## src/rtl/lp_decimator_fifo_if.sv

```systemverilog
// lp_decimator_fifo_if
// Bundles the sample input, the core read port and the status flags of the
// decimating FIFO.
//   master : the driving side (filter output plus core read requests)
//   slave  : the FIFO itself
// Signals:
//   in_data/in_valid : filtered signed sample stream
//   rd_en/clr_ovf    : pop request and sticky overflow clear from the core
//   rd_data/rd_valid : registered popped sample and its one-cycle qualifier
//   empty/full/count : occupancy status
//   overflow         : sticky flag, set when a kept sample is dropped
interface lp_decimator_fifo_if #(
  parameter int DATA_W = 32,
  parameter int ADDR_W = 4
);
  logic [DATA_W-1:0] in_data;
  logic              in_valid;
  logic              rd_en;
  logic              clr_ovf;
  logic [DATA_W-1:0] rd_data;
  logic              rd_valid;
  logic              empty;
  logic              full;
  logic [ADDR_W:0]   count;
  logic              overflow;

  modport master (
    output in_data, in_valid, rd_en, clr_ovf,
    input  rd_data, rd_valid, empty, full, count, overflow
  );

  modport slave (
    input  in_data, in_valid, rd_en, clr_ovf,
    output rd_data, rd_valid, empty, full, count, overflow
  );
endinterface

```

## src/rtl/lp_decimator_fifo.sv

```systemverilog
// lp_decimator_fifo
// Keeps one sample in every DECIM valid filter samples and buffers the kept
// samples in a 2^ADDR_W deep circular FIFO that the core drains through a
// registered pop/valid read port.
// Ports:
//   CLK : single clock for all logic
//   RST : synchronous, active-high reset
//   bus : lp_decimator_fifo_if.slave (sample in, read port, status flags)
module lp_decimator_fifo #(
  parameter int DATA_W = 32,
  parameter int DECIM  = 4,
  parameter int ADDR_W = 4
) (
  input  logic                 CLK,
  input  logic                 RST,
  lp_decimator_fifo_if.slave   bus
);

  localparam int DEPTH = 1 << ADDR_W;
  localparam int PH_W  = 8;
  localparam logic [PH_W-1:0]  PH_LAST   = PH_W'(DECIM - 1);
  localparam logic [ADDR_W:0]  CNT_FULL  = (ADDR_W + 1)'(DEPTH);

  logic [DATA_W-1:0] mem [DEPTH];
  logic [PH_W-1:0]   phase;
  logic [ADDR_W-1:0] wr_ptr;
  logic [ADDR_W-1:0] rd_ptr;
  logic [ADDR_W:0]   count_q;
  logic              ovf_q;
  logic [DATA_W-1:0] rd_data_q;
  logic              rd_valid_q;

  logic empty_w;
  logic full_w;
  logic keep;
  logic pop;
  logic push;
  logic drop;

  // Flags come from the registered count only, so no input reaches an
  // output combinationally. A pop at full frees the slot the kept sample
  // needs in the same cycle; a pop at empty is ignored (no fall-through).
  assign empty_w = (count_q == '0);
  assign full_w  = (count_q == CNT_FULL);
  assign keep    = bus.in_valid && (phase == '0);
  assign pop     = bus.rd_en && !empty_w;
  assign push    = keep && (!full_w || pop);
  assign drop    = keep && full_w && !pop;

  // Decimation phase: only valid samples advance it.
  always_ff @(posedge CLK) begin
    if (RST) begin
      phase <= '0;
    end else if (bus.in_valid) begin
      phase <= (phase == PH_LAST) ? '0 : phase + 1'b1;
    end
  end

  // Storage is deliberately left out of reset.
  always_ff @(posedge CLK) begin
    if (push) begin
      mem[wr_ptr] <= bus.in_data;
    end
  end

  // Pointers, occupancy, read port and sticky overflow.
  always_ff @(posedge CLK) begin
    if (RST) begin
      wr_ptr     <= '0;
      rd_ptr     <= '0;
      count_q    <= '0;
      ovf_q      <= 1'b0;
      rd_data_q  <= '0;
      rd_valid_q <= 1'b0;
    end else begin
      if (push) begin
        wr_ptr <= wr_ptr + 1'b1;
      end
      if (pop) begin
        rd_ptr    <= rd_ptr + 1'b1;
        rd_data_q <= mem[rd_ptr];
      end
      rd_valid_q <= pop;
      case ({push, pop})
        2'b10:   count_q <= count_q + 1'b1;
        2'b01:   count_q <= count_q - 1'b1;
        default: count_q <= count_q;
      endcase
      // A drop in the same cycle as a clear wins.
      if (drop) begin
        ovf_q <= 1'b1;
      end else if (bus.clr_ovf) begin
        ovf_q <= 1'b0;
      end
    end
  end

  assign bus.rd_data  = rd_data_q;
  assign bus.rd_valid = rd_valid_q;
  assign bus.empty    = empty_w;
  assign bus.full     = full_w;
  assign bus.count    = count_q;
  assign bus.overflow = ovf_q;

endmodule

```

## src/flat_wrapper.sv

```systemverilog
// flat-port wrapper written by rule: the top's interface ports become plain ports
module lp_decimator_fifo_flat 
#(
  parameter int DATA_W = 32,
  parameter int DECIM  = 4,
  parameter int ADDR_W = 4
)
  (CLK, RST, bus_in_data, bus_in_valid, bus_rd_en, bus_clr_ovf, bus_rd_data, bus_rd_valid, bus_empty, bus_full, bus_count, bus_overflow);
  lp_decimator_fifo_if #(.DATA_W(DATA_W), .ADDR_W(ADDR_W)) bus_i ();
  input  logic CLK;
  input  logic RST;
  input wire logic [$bits(bus_i.in_data)-1:0] bus_in_data;
  input wire logic [$bits(bus_i.in_valid)-1:0] bus_in_valid;
  input wire logic [$bits(bus_i.rd_en)-1:0] bus_rd_en;
  input wire logic [$bits(bus_i.clr_ovf)-1:0] bus_clr_ovf;
  output wire logic [$bits(bus_i.rd_data)-1:0] bus_rd_data;
  output wire logic [$bits(bus_i.rd_valid)-1:0] bus_rd_valid;
  output wire logic [$bits(bus_i.empty)-1:0] bus_empty;
  output wire logic [$bits(bus_i.full)-1:0] bus_full;
  output wire logic [$bits(bus_i.count)-1:0] bus_count;
  output wire logic [$bits(bus_i.overflow)-1:0] bus_overflow;
  assign bus_i.in_data = bus_in_data;
  assign bus_i.in_valid = bus_in_valid;
  assign bus_i.rd_en = bus_rd_en;
  assign bus_i.clr_ovf = bus_clr_ovf;
  assign bus_rd_data = bus_i.rd_data;
  assign bus_rd_valid = bus_i.rd_valid;
  assign bus_empty = bus_i.empty;
  assign bus_full = bus_i.full;
  assign bus_count = bus_i.count;
  assign bus_overflow = bus_i.overflow;
  lp_decimator_fifo #(.DATA_W(DATA_W), .DECIM(DECIM), .ADDR_W(ADDR_W)) u_core (.CLK(CLK), .RST(RST), .bus(bus_i));
endmodule
```

## config.mk

```make
export PLATFORM = sky130hd
export DESIGN_NAME = lp_decimator_fifo_flat
export DESIGN_NICKNAME = d
export VERILOG_FILES = /design/src/rtl/lp_decimator_fifo_if.sv /design/src/rtl/lp_decimator_fifo.sv /design/src/flat_wrapper.sv
export SDC_FILE = /design/constraint.sdc
export NUM_CORES = 1
export LEC_CHECK = 0
export ABC_AREA = 1
export BUFFER_PORTS_ARGS = -buffer_cell sky130_fd_sc_hd__buf_2
export CORE_ASPECT_RATIO = 1.25
export CORE_MARGIN = 2
export CORE_UTILIZATION = 55
export CTS_CLUSTER_DIAMETER = 50
export DETAILED_ROUTE_END_ITERATION = 7
export GPL_TIMING_DRIVEN = 1
export PLACE_DENSITY = 0.76
export SYNTH_ARGS = -nofsm -noshare
export SYNTH_HDL_FRONTEND = slang
export SYNTH_SLANG_ARGS = --single-unit
```

## constraint.sdc

```tcl
create_clock -name CLK -period 5.4 [get_ports CLK]
set_input_delay 1.08 -clock CLK [delete_from_list [all_inputs] [get_ports CLK]]
set_output_delay 1.08 -clock CLK [all_outputs]
set_load 0.05 [all_outputs]
```

==> reports/metrics.yaml <==
status: "complete, no violations"
end_kind: "flip-flop"
crit_path_start_kind: "input pin"
fmax_mhz: 302
path_cells: "buf_2 -> nand3_1 -> nor2_2 -> nand2_1 -> ha_1 -> ha_1 -> inv_1 -> o21bai_1 -> inv_1 -> nand2_1 -> nand2_1 -> nand2_1 -> nand2_1 -> a21oi_1"
leakagePower_uw: 0.0112
drcViolationCount: 0
max_stage_delay_ps: 610
wl_per_cell_um: 18.1
synth_cell_types: 30
drt-total-wl_mm: 54.7
syn_avg_cell_area_um2: 10.2
final_cell_mix: "nand2_1, edfxtp_1, nand3_1"
diodes: 0
synth_cells: 2369
crit_type: "in -> reg"
hpwl_mm: 28.7
fin_crit_sh_pct: 61.3
synth_nets: 2417
final_common_cell: "nand2_1"
cts_tree: "yes"
cts-buffers-inserted: 53
fin_nets: 2461
vdd_drop_max_mv: 0.289
cts-resized-gates: 0
dieArea_mm2: 0.0458
drive_above_1_share_pct: 8.88
worst_pin_slew_ps: 1180
grtUsageTotal_pct: 24.1
rows: 86
post-cts-setup-buffers: 0
finalSetupTns_ps: 0
clk_pin_slew_ps: 60
synth_area_mm2: 0.0243
first_global_vias: 16200
skew_ps: 10.9
via_per_inst: 5.43
pre_cts_ws_ps: 1620
num_vias: 16400
cts_hold_buf: 0
setup_slack_ps: 2090
critPathSlowestCell: "nand2_1"
ys.warnings.count: 0
die_w_um: 192
hold_viol: 0
root_buffer: "clkbuf_16"
cpMostUsedCell: "nand2_1"
cts_sinks: 567
synth_seq_cells: 567
grt_max_degree: 130
ant_nets: 0
num_io_pins: 78
hold_class: "reg -> reg"
rsz0062_at_grt: "false"
finalSetupViolCount: 0
initial_core_util_pct: 55.4
gr-total-overflow: 0
htree_levels: 2
antenna_found_initial: 1
drt-pass1-iter-count: 6
cp.required_ps: 5890
area_growth_pct: 9.89
yosysSeqAreaShare_pct: 67.9
drv_cap: 0
gp_congestion: 0.823
core_area_mm2: 0.0438
slew_viol_final: 0
cp.arrival_ps: 3800
power.density_mw_per_mm2: 446
initialDrtViolationCount: 1619
grt_pass1_wl_mm: 85.1
io_buffer_count: 77
worst_skew_pair.late_latency_ps: 570
die_h_um: 239
period_needed_ps: 3310
worst_slew_margin_rel_pct: 21.5
path_max_fanout: 22
cts_buffer_depth: 3
## worst max-delay path, delay by kind of cell
kind	cells	cell delay [ps]
buffers and inverters	3	310
adder cells (fa/ha/maj)	2	970
AND/OR/NAND/NOR	7	1160
AO/OA/AOI/OAI	2	290
## cell families (layout without fill, tap and decap cells)
family	count (synthesis)	count (layout)	synth area share [%]
AO/OA/AOI/OAI	26	26	0.567
XOR/XNOR	9	9	0.325
adder cells (fa/ha/maj)	11	11	0.567
buffers and inverters	446	532	8.25
flip-flops	567	567	67.9
AND/OR/NAND/NOR	1310	1310	22.4
## power by group
group	internal [uW]	total, uW	switching [uW]
clock	2120	3680	1570
sequential	4960	5100	134
combinational	824	3110	2280
## sequential cells by signal (all words and copies together) (netlist names)
name,cells
u_core.bus.overflow,1
u_core.bus.rd_valid,1
u_core.rd_ptr,4
u_core.phase,8
u_core.bus.rd_data,32
u_core.bus.count,5
u_core.wr_ptr,4
u_core.mem,512
## per-layer routing
layer  part of all wire (%)  wire (um)  track usage (%)  up-vias
li1                       -          -                -     7765
met1                     38      20900             29.5     7870
met2                     51      28100             42.6      657
met3                    6.7       3640             3.38      150
met4                    3.7       2040             10.6        0
met5                      0          0                0        -
## area by class of cell
type	instances	area, um^2
clock inverters	27	277
repair buffers	109	638
well taps	572	716
multi-input cells	1356	5870
inverters	326	1230
fillers	3369	17100
clock buffers	70	1440
flip-flops and latches	567	16500
## synth_stat cells
| master | instances | area share (%) |
|---|---|---|
| edfxtp_1 | 512 | 63 |
| o21ai_1 | 1 | 0.021 |
| nor2_2 | 3 | 0.077 |
| inv_1 | 323 | 5.0 |
| nor3b_1 | 1 | 0.031 |
| dfxtp_1 | 55 | 4.5 |
| nand2_1 | 836 | 13 |
| inv_6 | 1 | 0.036 |
| buf_4 | 11 | 0.34 |
| a21oi_1 | 14 | 0.29 |
| o21ai_0 | 8 | 0.17 |
| inv_2 | 2 | 0.031 |
| buf_12 | 1 | 0.083 |
| xor2_1 | 8 | 0.29 |
| a211oi_1 | 1 | 0.031 |
| buf_2 | 46 | 0.95 |
| clkbuf_1 | 21 | 0.32 |
| o21bai_1 | 1 | 0.031 |
| nor3_1 | 17 | 0.35 |
| ha_1 | 11 | 0.57 |
| buf_8 | 1 | 0.062 |
| a21boi_0 | 1 | 0.031 |
| buf_1 | 14 | 0.22 |
| nand4_1 | 4 | 0.10 |
| nor2_1 | 79 | 1.2 |
| buf_6 | 26 | 1.2 |
| nand3b_1 | 1 | 0.031 |
| xnor2_1 | 1 | 0.036 |
| nand3_1 | 368 | 7.6 |
| nand2_2 | 1 | 0.026 |
## path summary, 6_finish.rpt
kind / from / endpoint / slack (ps) / depth (start not counted)
worst max-delay path: bus_in_valid / u_core.bus.count[4]$_SDFFE_PP0P_ / 2090 / 14
worst min-delay path: u_core.bus.overflow$_SDFFE_PP0P_ / u_core.bus.overflow$_SDFFE_PP0P_ / 460 / 2
worst max register to register: u_core.phase[0]$_SDFFE_PP0P_ / u_core.bus.count[4]$_SDFFE_PP0P_ / 2200 / 15
worst min register to register: u_core.bus.overflow$_SDFFE_PP0P_ / u_core.bus.overflow$_SDFFE_PP0P_ / 460 / 2
## metrics by stage
stage | hold WS (ps) | std cells | instance area (um^2) | total power, uW | util [%]
6_report | 464 | 3027 | 26700 | 11900 | 60.9
5_1_grt | 488 | 3027 | 26700 | 12500 | 60.9
4_1_cts | 468 | 3027 | 26700 | 11900 | 60.9
3_5_place_dp | 458 | 2930 | 24900 | 8280 | 56.9
3_3_place_gp | 452 | 2930 | 24900 | 8190 | 56.9
2_1_floorplan | 450 | 2369 | 24300 | 7670 | -
(Power assumes the default switching activity.)
